==> src/rtl/mips_trace_monitor.sv <==
// Run harness for the 16-bit single-cycle MIPS core: sequences the core reset,
// then checks pc/alu_result against a loaded expected trace, one step per cycle.
module mips_trace_monitor #(
    parameter int DATA_W       = 16,
    parameter int TRACE_DEPTH  = 16,
    parameter int TRACE_AW     = 4,
    parameter int RST_CYCLES   = 5,
    parameter int STOP_ON_FAIL = 0
) (
    input  logic                clk,
    input  logic                reset,
    input  logic                start,
    input  logic [TRACE_AW:0]   trace_len,
    input  logic                ld_valid,
    input  logic [TRACE_AW-1:0] ld_addr,
    input  logic [DATA_W-1:0]   ld_pc,
    input  logic [DATA_W-1:0]   ld_alu,
    input  logic                ld_chk_alu,
    input  logic [DATA_W-1:0]   pc_in,
    input  logic [DATA_W-1:0]   alu_in,
    output logic                core_reset,
    output logic                busy,
    output logic                done,
    output logic                pass,
    output logic [TRACE_AW:0]   mismatch_count,
    output logic [TRACE_AW-1:0] first_fail_idx,
    output logic                fail_seen
);

    localparam int HOLD_W = (RST_CYCLES > 1) ? $clog2(RST_CYCLES) : 1;
    localparam logic [HOLD_W-1:0]  HOLD_LAST = HOLD_W'(RST_CYCLES - 1);
    localparam logic [TRACE_AW:0]  LEN_MAX   = (TRACE_AW+1)'(TRACE_DEPTH);
    localparam logic [TRACE_AW:0]  LEN_ONE   = (TRACE_AW+1)'(1);
    localparam logic [TRACE_AW:0]  CNT_MAX   = '1;

    typedef enum logic [1:0] {
        IDLE     = 2'd0,
        HOLD_RST = 2'd1,
        RUN      = 2'd2,
        DONE     = 2'd3
    } state_t;

    state_t              state;
    logic [HOLD_W-1:0]   hold_cnt;
    logic [TRACE_AW:0]   step_cnt;
    logic [TRACE_AW:0]   len_q;
    logic [TRACE_AW:0]   len_eff;
    logic [TRACE_AW:0]   last_step;
    logic [TRACE_AW-1:0] idx;
    logic                mismatch_now;
    logic                stop_now;

    logic [DATA_W-1:0]   trace_pc  [TRACE_DEPTH];
    logic [DATA_W-1:0]   trace_alu [TRACE_DEPTH];
    logic                trace_chk [TRACE_DEPTH];

    // Trace table has no reset; writes are locked out while a run is comparing.
    always_ff @(posedge clk) begin
        if (ld_valid && (state != RUN)) begin
            trace_pc[ld_addr]  <= ld_pc;
            trace_alu[ld_addr] <= ld_alu;
            trace_chk[ld_addr] <= ld_chk_alu;
        end
    end

    always_comb begin
        len_eff      = (trace_len > LEN_MAX) ? LEN_MAX : trace_len;
        last_step    = len_q - LEN_ONE;
        idx          = step_cnt[TRACE_AW-1:0];
        mismatch_now = (pc_in != trace_pc[idx]) ||
                       (trace_chk[idx] && (alu_in != trace_alu[idx]));
        stop_now     = (STOP_ON_FAIL != 0) && mismatch_now;
    end

    always_ff @(posedge clk or negedge reset) begin
        if (!reset) begin
            state          <= IDLE;
            core_reset     <= 1'b1;
            busy           <= 1'b0;
            done           <= 1'b0;
            fail_seen      <= 1'b0;
            mismatch_count <= '0;
            first_fail_idx <= '0;
            step_cnt       <= '0;
            hold_cnt       <= '0;
            len_q          <= '0;
        end else begin
            case (state)
                IDLE, DONE: begin
                    if (start) begin
                        state          <= HOLD_RST;
                        core_reset     <= 1'b1;
                        busy           <= 1'b1;
                        done           <= 1'b0;
                        fail_seen      <= 1'b0;
                        mismatch_count <= '0;
                        first_fail_idx <= '0;
                        step_cnt       <= '0;
                        hold_cnt       <= '0;
                        len_q          <= len_eff;
                    end
                end
                HOLD_RST: begin
                    if (hold_cnt == HOLD_LAST) begin
                        // An empty trace finishes without ever releasing the core.
                        if (len_q == '0) begin
                            state <= DONE;
                            busy  <= 1'b0;
                            done  <= 1'b1;
                        end else begin
                            state      <= RUN;
                            core_reset <= 1'b0;
                        end
                    end else begin
                        hold_cnt <= hold_cnt + HOLD_W'(1);
                    end
                end
                RUN: begin
                    if (mismatch_now) begin
                        fail_seen <= 1'b1;
                        if (mismatch_count != CNT_MAX) begin
                            mismatch_count <= mismatch_count + LEN_ONE;
                        end
                        if (!fail_seen) begin
                            first_fail_idx <= idx;
                        end
                    end
                    if ((step_cnt == last_step) || stop_now) begin
                        state      <= DONE;
                        core_reset <= 1'b1;
                        busy       <= 1'b0;
                        done       <= 1'b1;
                    end else begin
                        step_cnt <= step_cnt + LEN_ONE;
                    end
                end
                default: begin
                    state      <= IDLE;
                    core_reset <= 1'b1;
                    busy       <= 1'b0;
                    done       <= 1'b0;
                end
            endcase
        end
    end

    assign pass = done & ~fail_seen;

endmodule

==> config.mk <==
export PLATFORM = sky130hd
export DESIGN_NAME = mips_trace_monitor
export DESIGN_NICKNAME = d
export VERILOG_FILES = /design/src/rtl/mips_trace_monitor.sv
export SDC_FILE = /design/constraint.sdc
export NUM_CORES = 1
export LEC_CHECK = 0
export CAP_MARGIN = 5
export CORE_UTILIZATION = 30
export CTS_CLUSTER_DIAMETER = 30
export CTS_CLUSTER_SIZE = 16
export DETAILED_ROUTE_END_ITERATION = 10
export SYNTH_ARGS = -nofsm -noshare
export SYNTH_HDL_FRONTEND = slang
export SYNTH_SLANG_ARGS = --single-unit
==> constraint.sdc <==
create_clock -name clk -period 9.2 [get_ports clk]
set_input_delay 1.84 -clock clk [delete_from_list [all_inputs] [get_ports clk]]
set_output_delay 1.84 -clock clk [all_outputs]
set_load 0.02 [all_outputs]
==> metrics.cfg, run 1 <==
[sta]
finalSetupViolCount = 0
skew_ns = 0.0294
fmax_ghz = 0.202
hold_viol = 0
worstMarginPinSlew_ns = 1.18
setup_tns_ns = 0
period_minus_slack_ns = 4.96
period_share = 0.539
rsz0062_at_grt = no
slew_headroom = 0.211
maxSlewViolCount = 0
hold_ws_ns = 0.502

[synthesis]
async_flop_share = 0.0504
synth_edf_count = 528
syn_nets = 1232
synth_area_leaders = edfxtp_1, mux4_2, mux2i_1
synthesis.area_um2 = 22500
yosys_warnings = 0
netlist_instances = 1146
ys_ff_latch = 556
ys.flop_type = edfxtp_1
synth.distinct_cells = 63
avgSynthCellArea_um2 = 19.6
synth_top_area_cell = edfxtp_1
yosysTopAreaCellShare = 0.705
ys_seq_area_frac = 0.736

[status]
status = completed

[floorplan]
die-area_um2 = 76100
coreArea_um2 = 74300
die_w_um = 276
die_h_um = 276
start_util = 0.303
io_pins = 92
rows = 100

[placement]
placedCellCount = 2181
io_buffers = 91
gp_congestion = 0.746
dp.final_hpwl_um = 29100

[global_route]
grt_remaining_overflow = 0
antenna_found_initial = 10
grtUsageTotal = 0.143
grt_pass1_vias = 12100
grt_start_max_net_pins = 85
grt_pass1_wl_um = 78500

[routing]
vias_per_cell = 4.90
route.detailed.drc = 0
wl_um = 53900
dr.pass1.iters = 5
ant_nets = 0
vias = 11600
wl_per_cell_um = 22.7
drt_iter0_markers = 863

[critical_path]
startpoint_type = register
worstPathRequired_ns = 9.70
cp_cell_sequence = nand2_1 > o22ai_1 > nor3_1 > or3b_1 > nor3_1 > a31oi_1 > or4_4 > a2111oi_4 > nor4_1 > mux2_2
slowest_delay_ns = 0.98
reg2reg_depth = 10
cpMostUsedCell = nor3_1
cpMaxStageDelayCell = dfrtp_4
end_kind = register
cp.arrival_ns = 5.46
critical_path_class = register to register
path_max_fanout = 53

[power_and_ir_drop]
peakVddDrop_v = 0.000130
p_leak_nw = 9.08
powerDensity_nw_per_um2 = 285
finalPower_w = 0.00799

[cts]
cts_sinks = 556
cts.clk_slew.worst_paths_ns = 0.04
clk_latency_ns = 0.64
cts_tree = done
cts_hold_repair.buffers = 0
cts_buffers = 104
cts_setup_buffers = 0
htreeDepth = 3
cts_resized = 0
clockBufferDepth = 3
cts-root-buf = clkbuf_16

[final_layout]
drive_gt1_frac = 0.254
syn2layout_area_growth_pct = 24.8
layout_common_cells = edfxtp_1, clkbuf_16, mux4_2
filler_cell_count = 6797
fin_nets = 1404
final_cells = 2376
final_common_cell = edfxtp_1

[hold_path]
min_path_type = register to register
holdPathStages = 2

[job]
maxCapViolations = 0

## final timing paths
path | startpoint | to | slack, ns
max reg2reg | step_cnt[1] | mismatch_count[0] | 4.24
max | step_cnt[1] | mismatch_count[0] | 4.24
min in group asynchronous | reset | hold_cnt[0] | 1.60
min reg2reg | core_reset | core_reset | 0.50
max in group asynchronous | reset | core_reset | 7.28
min | core_reset | core_reset | 0.50
## cells in the mapped netlist (13+ instances only)
master and n:
a22o_1 15, buf_2 13, clkbuf_1 13, dfrtp_1 27, edfxtp_1 528, inv_1 17, mux2_2 48, mux2i_1 70
mux4_2 94, nand2_1 31, nor2_1 21, nor3_1 17, o21ai_0 22, o22ai_1 18, xnor2_1 27, xor2_1 22
## power by group
group	switching, W	total, W	internal, W
Clock	0.00124	0.00374	0.00251
Combinational	0.000676	0.00128	0.000601
Sequential	0.000109	0.00297	0.00287
Total	0.00202	0.00799	0.00597
## per-layer routing
layer,vias up,track usage,part of all wire
li1,5087,-,-
met1,6046,0.181,0.42
met2,383,0.235,0.48
met3,104,0.0374,0.073
met4,16,0.0528,0.025
met5,-,0,0.0018
## state kept, by name, summed over array words and instances, names as in the netlist
| register | cells |
|---|---|
| core_reset | 1 |
| trace_alu | 256 |
| trace_pc | 256 |
| mismatch_count | 5 |
| step_cnt | 5 |
| busy | 1 |
| trace_chk | 16 |
| first_fail_idx | 4 |
| hold_cnt | 3 |
| fail_seen | 1 |
| state | 2 |
| len_q | 5 |
| done | 1 |
## per-stage QoR
stage | area [um2] | utilization | worst slack (ns)
floorplan | 22500 | - | 4.07
CTS | 28100 | 0.378 | 4.21
global placement | 24600 | 0.330 | 4.28
global route | 28100 | 0.378 | 4.00
detailed placement | 24600 | 0.330 | 4.23
finish | 28100 | 0.378 | 4.24
## area by class of cell
type	count	area [um2]	share of cell area
antenna	4	10.0	0.000357
clock buffer	113	2640	0.0939
clock inverter	78	875	0.0311
inverter	18	67.6	0.00241
multi-input combinational	520	5580	0.199
sequential	556	16600	0.590
tap	969	1210	0.0432
timing repair buffer	118	1130	0.0401
## worst max-delay path: cells and delay by family (launching register included)
kind | cells | cell delay (ns)
and+or+nand+nor | 6 | 2.41
muxes | 1 | 0.30
AOI/OAI and AO/OA | 3 | 1.14
DFF | 1 | 0.98
## cell families after synthesis
logic type	share of synthesized area
flip-flops	0.736
multiplexers	0.150
AND/OR/NAND/NOR	0.0290
AO/OA/AOI/OAI	0.0405
buffers and inverters	0.0206
XOR/XNOR	0.0191
adder cells (fa/ha/maj)	0.00445
No activity file was read; power rests on OpenSTA's default activity.
==> run 2: changes to the inputs <==
==> constraint.sdc (replaced) <==
create_clock -name clk -period 4.4 [get_ports clk]
set_input_delay 0.88 -clock clk [delete_from_list [all_inputs] [get_ports clk]]
set_output_delay 0.88 -clock clk [all_outputs]
set_load 0.02 [all_outputs]
==> metrics.cfg, run 2 (synthesis gave the netlist of run 1 again) <==
[status]
status = completed

[sta]
hold_viol = 0  ; unchanged
period_share = 0.926  ; +0.387
period_minus_slack_ns = 4.08  ; -0.883 ns
setup_ws_ns = 0.324  ; -3.92 ns
worstMarginPinSlew_ns = 0.871  ; -0.306 ns
slew_headroom = 0.418  ; +0.207
rsz0062_at_grt = no
setup_tns_ns = 0  ; unchanged
maxSlewViolCount = 0  ; unchanged
finalSetupViolCount = 0  ; unchanged
skew_ns = 0.0229  ; -0.00653 ns
fmax_ghz = 0.245  ; +22%

[final_layout]
utilization = 0.380  ; +0.00173
largest_registers = trace_alu: 256 flops, trace_pc: 256 flops, trace_chk: 16 flops
final_common_cell = edfxtp_1
fin_nets = 1421  ; +1.2%
syn2layout_area_growth_pct = 25.4
filler_cell_count = 6726  ; -1.0%
drive_gt1_frac = 0.273  ; +0.0181
layout_common_cells = edfxtp_1, clkbuf_16, mux4_2

[placement]
io_buffers = 91  ; unchanged
gp_congestion = 0.780  ; +4.4%
dp.final_hpwl_um = 31000  ; +6.7%
place_ws_ns = 0.346  ; -3.89 ns

[cts]
cts-root-buf = clkbuf_16
htreeDepth = 3  ; unchanged
clockBufferDepth = 3  ; unchanged
cts_hold_repair.buffers = 0  ; unchanged
clk_latency_ns = 0.65  ; about the same
cts_setup_buffers = 0  ; unchanged
cts_resized = 0  ; unchanged
cts_buffers = 99  ; -4.8%
cts.clk_slew.worst_paths_ns = 0.05  ; about the same
cts_tree = done
cts_sinks = 556  ; unchanged

[critical_path]
critPathTopFamily = simple AND/OR/NAND/NOR gates
crit_start = step_cnt[0]
startpoint_type = register
worstPathRequired_ns = 4.92  ; -4.78 ns
critical_path_class = register to register
slowest_delay_ns = 0.60  ; -0.38 ns
r2r-start = step_cnt[0]
end_kind = register
cpMaxStageDelayCell = or4_4
path_max_fanout = 41  ; -23%
cp_cell_sequence = buf_12 > mux2_2 > o22ai_1 > nor3_1 > or3b_1 > a221o_1 > nand3b_1 > or4_4 > a2111oi_4 > nor4_1 > mux2_2
cp.arrival_ns = 4.60  ; -0.86 ns
crit_buf_inv = 1  ; +1
cpMostUsedCell = mux2_2

[power_and_ir_drop]
finalPower_w = 0.0166  ; +110%
p_leak_nw = 9.17  ; +0.89%
peakVddDrop_v = 0.000278  ; +110%
powerDensity_nw_per_um2 = 587  ; +110%

[routing]
dr.pass1.iters = 6  ; +1
vias_per_cell = 4.87  ; -0.63%
ant_nets = 0  ; unchanged
vias = 11600  ; -0.043%
route.detailed.drc = 0  ; unchanged
drt_iter0_markers = 961  ; +11%
wl_um = 54800  ; +1.7%
wl_per_cell_um = 22.9  ; +1.1%

[floorplan]
coreArea_um2 = 74300  ; unchanged
die_h_um = 276  ; unchanged
io_pins = 92  ; unchanged
rows = 100  ; unchanged
die-area_um2 = 76100  ; unchanged
start_util = 0.303  ; unchanged
die_w_um = 276  ; unchanged

[hold_path]
min-delay-start = core_reset
min_path_type = register to register

[global_route]
grt_pass1_vias = 12100  ; +0.23%
antenna_found_initial = 6  ; -4
grt_start_max_net_pins = 43  ; -49%
grt_remaining_overflow = 0  ; unchanged
grtUsageTotal = 0.145  ; +0.00179
grt_pass1_wl_um = 79400  ; +1.1%

[job]
maxCapViolations = 0  ; unchanged

==> run 2: cell count changes in the layout (fill, tap and decap cells not counted), moves of 3 or more <==
| cell | before | now |
|---|---|---|
| buf_12 | 1 | 9 |
| buf_4 | 26 | 40 |
| bufinv_16 | 16 | 13 |
| clkbuf_16 | 104 | 99 |
| clkinv_1 | 23 | 11 |
| clkinv_2 | 16 | 24 |
| diode_2 | 4 | 1 |
| inv_6 | 3 | 7 |
==> run 2: final cells by class <==
class | instances | area, um2 | area share
flip-flops and latches | 556 | 16600 | 0.587
multi-input cells | 520 | 5580 | 0.198
clock buffers | 108 | 2520 | 0.0894
repair buffers | 140 | 1390 | 0.0493
well taps | 969 | 1210 | 0.0430
clock inverters | 78 | 861 | 0.0305
inverters | 18 | 67.6 | 0.00240
diodes | 1 | 2.50 | 0.0000887
==> run 2: worst reg2reg max path, stage by stage (launching register included) <==
cell and delay [ns]:
dfrtp_4 0.54, buf_12 0.32, mux2_2 0.40, o22ai_1 0.22, nor3_1 0.08, or3b_1 0.37
a221o_1 0.32, nand3b_1 0.19, or4_4 0.60, a2111oi_4 0.45, nor4_1 0.16, mux2_2 0.29
==> run 2: report_power, final <==
part | switching [W] | total [W] | leakage (nW) | internal [W]
clock network | 0.00266 | 0.00759 | 1.64 | 0.00494
logic | 0.00154 | 0.00287 | 2.40 | 0.00133
registers | 0.000105 | 0.00610 | 5.13 | 0.00599
total | 0.00430 | 0.0166 | 9.17 | 0.0123
==> run 2: final timing paths <==
check / end / slack (ns) / cells after the start
worst min register to register: core_reset / 0.51 / 2
max in group asynchronous: step_cnt[1] / 3.44 / 2
worst max register to register: mismatch_count[0] / 0.32 / 11
worst max-delay path: mismatch_count[0] / 0.32 / 11
min in group asynchronous: hold_cnt[2] / 0.63 / 2
worst min-delay path: core_reset / 0.51 / 2
==> run 2: layer usage <==
metal	part of all wire	vias up	GRT usage
li1	-	5115	-
met1	0.45	6115	0.195
met2	0.47	298	0.229
met3	0.056	93	0.0330
met4	0.020	10	0.0519
met5	0.00091	-	0
==> run 2: through the flow <==
step	cells	instance area (um2)	hold slack, ns
2_1_floorplan	1146	22500	0.472
3_3_place_gp	2203	24800	0.488
3_5_place_dp	2203	24800	0.508
4_1_cts	2389	28200	0.514
5_1_grt	2389	28200	0.542
6_report	2390	28200	0.511
==> run 3: changes to the inputs <==
--- a/config.mk
+++ b/config.mk
@@ -6,10 +6,11 @@
 export NUM_CORES = 1
 export LEC_CHECK = 0
 export CAP_MARGIN = 5
-export CORE_UTILIZATION = 30
-export CTS_CLUSTER_DIAMETER = 30
+export CORE_UTILIZATION = 45
+export CTS_CLUSTER_DIAMETER = 100
 export CTS_CLUSTER_SIZE = 16
 export DETAILED_ROUTE_END_ITERATION = 10
+export RECOVER_POWER = 100
 export SYNTH_ARGS = -nofsm -noshare
 export SYNTH_HDL_FRONTEND = slang
 export SYNTH_SLANG_ARGS = --single-unit
==> metrics.cfg, run 3 (synthesis gave the netlist of run 1 again) <==
[routing]
dr.pass1.iters = 5  ; -1
ant_nets = 0  ; unchanged
met1_length_um = 23000  ; -7.3%
wl_um = 51800  ; -5.5%
dr_wl_met3_um = 2730  ; -10%
vias_per_cell = 5.67  ; +16%
vias = 11100  ; -4.5%
top_layer_used = met5
route.detailed.drc = 0  ; unchanged
drt_iter0_markers = 1047  ; +8.9%
wl_per_cell_um = 26.4  ; +15%
met2_length_um = 25200  ; -2.6%

[cts]
cts-root-buf = clkbuf_16
cts_sinks = 556  ; unchanged
cts.clk_slew.worst_paths_ns = 0.08  ; +0.03 ns
cts_setup_buffers = 0  ; unchanged
cts_resized = 0  ; unchanged
clockBufferDepth = 3  ; unchanged
cts_buffers = 40  ; -60%
cts_hold_repair.buffers = 0  ; unchanged
htreeDepth = 2  ; -1
cts_tree = done
clk_latency_ns = 0.56  ; -0.09 ns

[critical_path]
reg2reg_depth = 12  ; +1
r2r_end = mismatch_count[0]
reg2reg_setup_slack_ns = 0.25  ; -0.07 ns
crit_start = step_cnt[0]
r2r-start = step_cnt[0]
cp.arrival_ns = 4.60  ; about the same
end_kind = register
crit_end = mismatch_count[0]
worstPathRequired_ns = 4.85  ; -0.07 ns
critical_path_class = register to register
startpoint_type = register
path_max_fanout = 43  ; +4.9%

[power_and_ir_drop]
intPower_w = 0.00907  ; -26%
powerDensity_nw_per_um2 = 488  ; -17%
p_comb_frac = 0.230  ; +0.057
seq_power_share = 0.488  ; +0.120
finalPower_w = 0.0124  ; -25%
peakVddDrop_v = 0.000216  ; -22%
clkPwrFrac = 0.282  ; -0.176
p_sw_w = 0.00335  ; -22%
switching_share = 0.270  ; +0.00992
p_leak_nw = 8.06  ; -12%

[sta]
fmax_ghz = 0.241  ; -1.8%
skew_ns = 0.0165  ; -0.00641 ns
period_share = 0.943  ; +0.0169
maxSlewViolCount = 100  ; +100
hold_viol = 0  ; unchanged
rsz0062_at_grt = no
hold_ws_ns = 0.504  ; -0.00755 ns
setup_ws_ns = 0.249  ; -0.0744 ns
finalSetupViolCount = 0  ; unchanged
setup_tns_ns = 0  ; unchanged
slew_headroom = -0.348  ; -0.766
worstMarginPinSlew_ns = 2.02  ; +1.15 ns
period_minus_slack_ns = 4.15  ; +0.0744 ns

[placement]
gp_congestion = 0.751  ; -3.7%
place_ws_ns = 0.336  ; -0.0103 ns
io_buffers = 91  ; unchanged
dp.final_hpwl_um = 28600  ; -7.8%

[final_layout]
fin_nets = 1358  ; -4.4%
utilization = 0.518  ; +0.138
largest_registers = trace_alu: 256 flops, trace_pc: 256 flops, trace_chk: 16 flops
final_common_cell = edfxtp_1
syn2layout_area_growth_pct = 13.1
drive_gt1_frac = 0.183  ; -0.0894
layout_common_cells = edfxtp_1, mux4_2, mux2i_1

[floorplan]
die_h_um = 226  ; -18%
die-area_um2 = 50900  ; -33%
rows = 81  ; -19%
die_w_um = 226  ; -18%
coreArea_um2 = 49200  ; -34%
io_pins = 92  ; unchanged
start_util = 0.458  ; +0.155

[global_route]
antenna_found_initial = 3  ; -3
grt_pass1_wl_um = 76000  ; -4.3%
grt_remaining_overflow = 0  ; unchanged
grtUsageTotal = 0.209  ; +0.0642
grt_pass1_vias = 11500  ; -5.1%
grt_start_max_net_pins = 44  ; +2.3%

[hold_path]
min_path_type = register to register
holdPathStages = 1  ; -1

[status]
violations = capacitance limit, slew limit
status = complete, but fails checks

[job]
maxCapViolations = 7  ; +7

## run 3: cell type report
type	instances	area, um2
Antenna cell	3	7.51
Clock buffer	63	1110
Clock inverter	1	30.0
Fill cell	3962	23700
Inverter	18	67.6
Multi-Input combinational cell	520	5520
Sequential cell	556	16600
Tap cell	664	831
Timing Repair Buffer	136	1310
## run 3: worst max-delay path, stage by stage (launching register included)
cell	delay [ns]
dfrtp_4	0.48
buf_12	0.30
buf_12	0.27
mux4_2	0.57
o21bai_1	0.15
o41ai_1	0.10
a2111oi_0	0.69
buf_4	0.22
nand3_1	0.06
clkbuf_2	0.19
a2111oi_4	0.50
nor4_1	0.18
mux2_2	0.29
## run 3: stage by stage
| step | cell area (um2) | instances |
|---|---|---|
| 2_1_floorplan | 22500 | 1146 |
| 3_3_place_gp | 24500 | 1894 |
| 3_5_place_dp | 24500 | 1894 |
| 4_1_cts | 25600 | 1958 |
| 5_1_grt | 25400 | 1958 |
| 6_report | 25400 | 1961 |
## run 3: layer usage
layer / GRT usage / up-vias
li1: - / 4919
met1: 0.297 / 5877
met2: 0.342 / 262
met3: 0.0275 / 52
met4: 0.0529 / 2
met5: 0 / -
## run 3: power by group through the flow
stage	clock (W)	sequential (W)	combinational, W
finish	0.00350	0.00606	0.00286
CTS	0.00358	0.00606	0.00293
floorplan	0	0.00618	0.00209
global route	0.00374	0.00608	0.00310
detailed placement	0	0.00618	0.00292
global placement	0	0.00617	0.00289
## run 3: worst min path at each step
stage	slack, ns	start	endpoint
2_1_floorplan	0.47	len_q[1]	len_q[1]
3_3_place_gp	0.48	core_reset	core_reset
3_5_place_dp	0.50	busy	busy
4_1_cts	0.51	core_reset	core_reset
5_1_grt	0.52	core_reset	core_reset
6_report	0.50	mismatch_count[3]	mismatch_count[3]
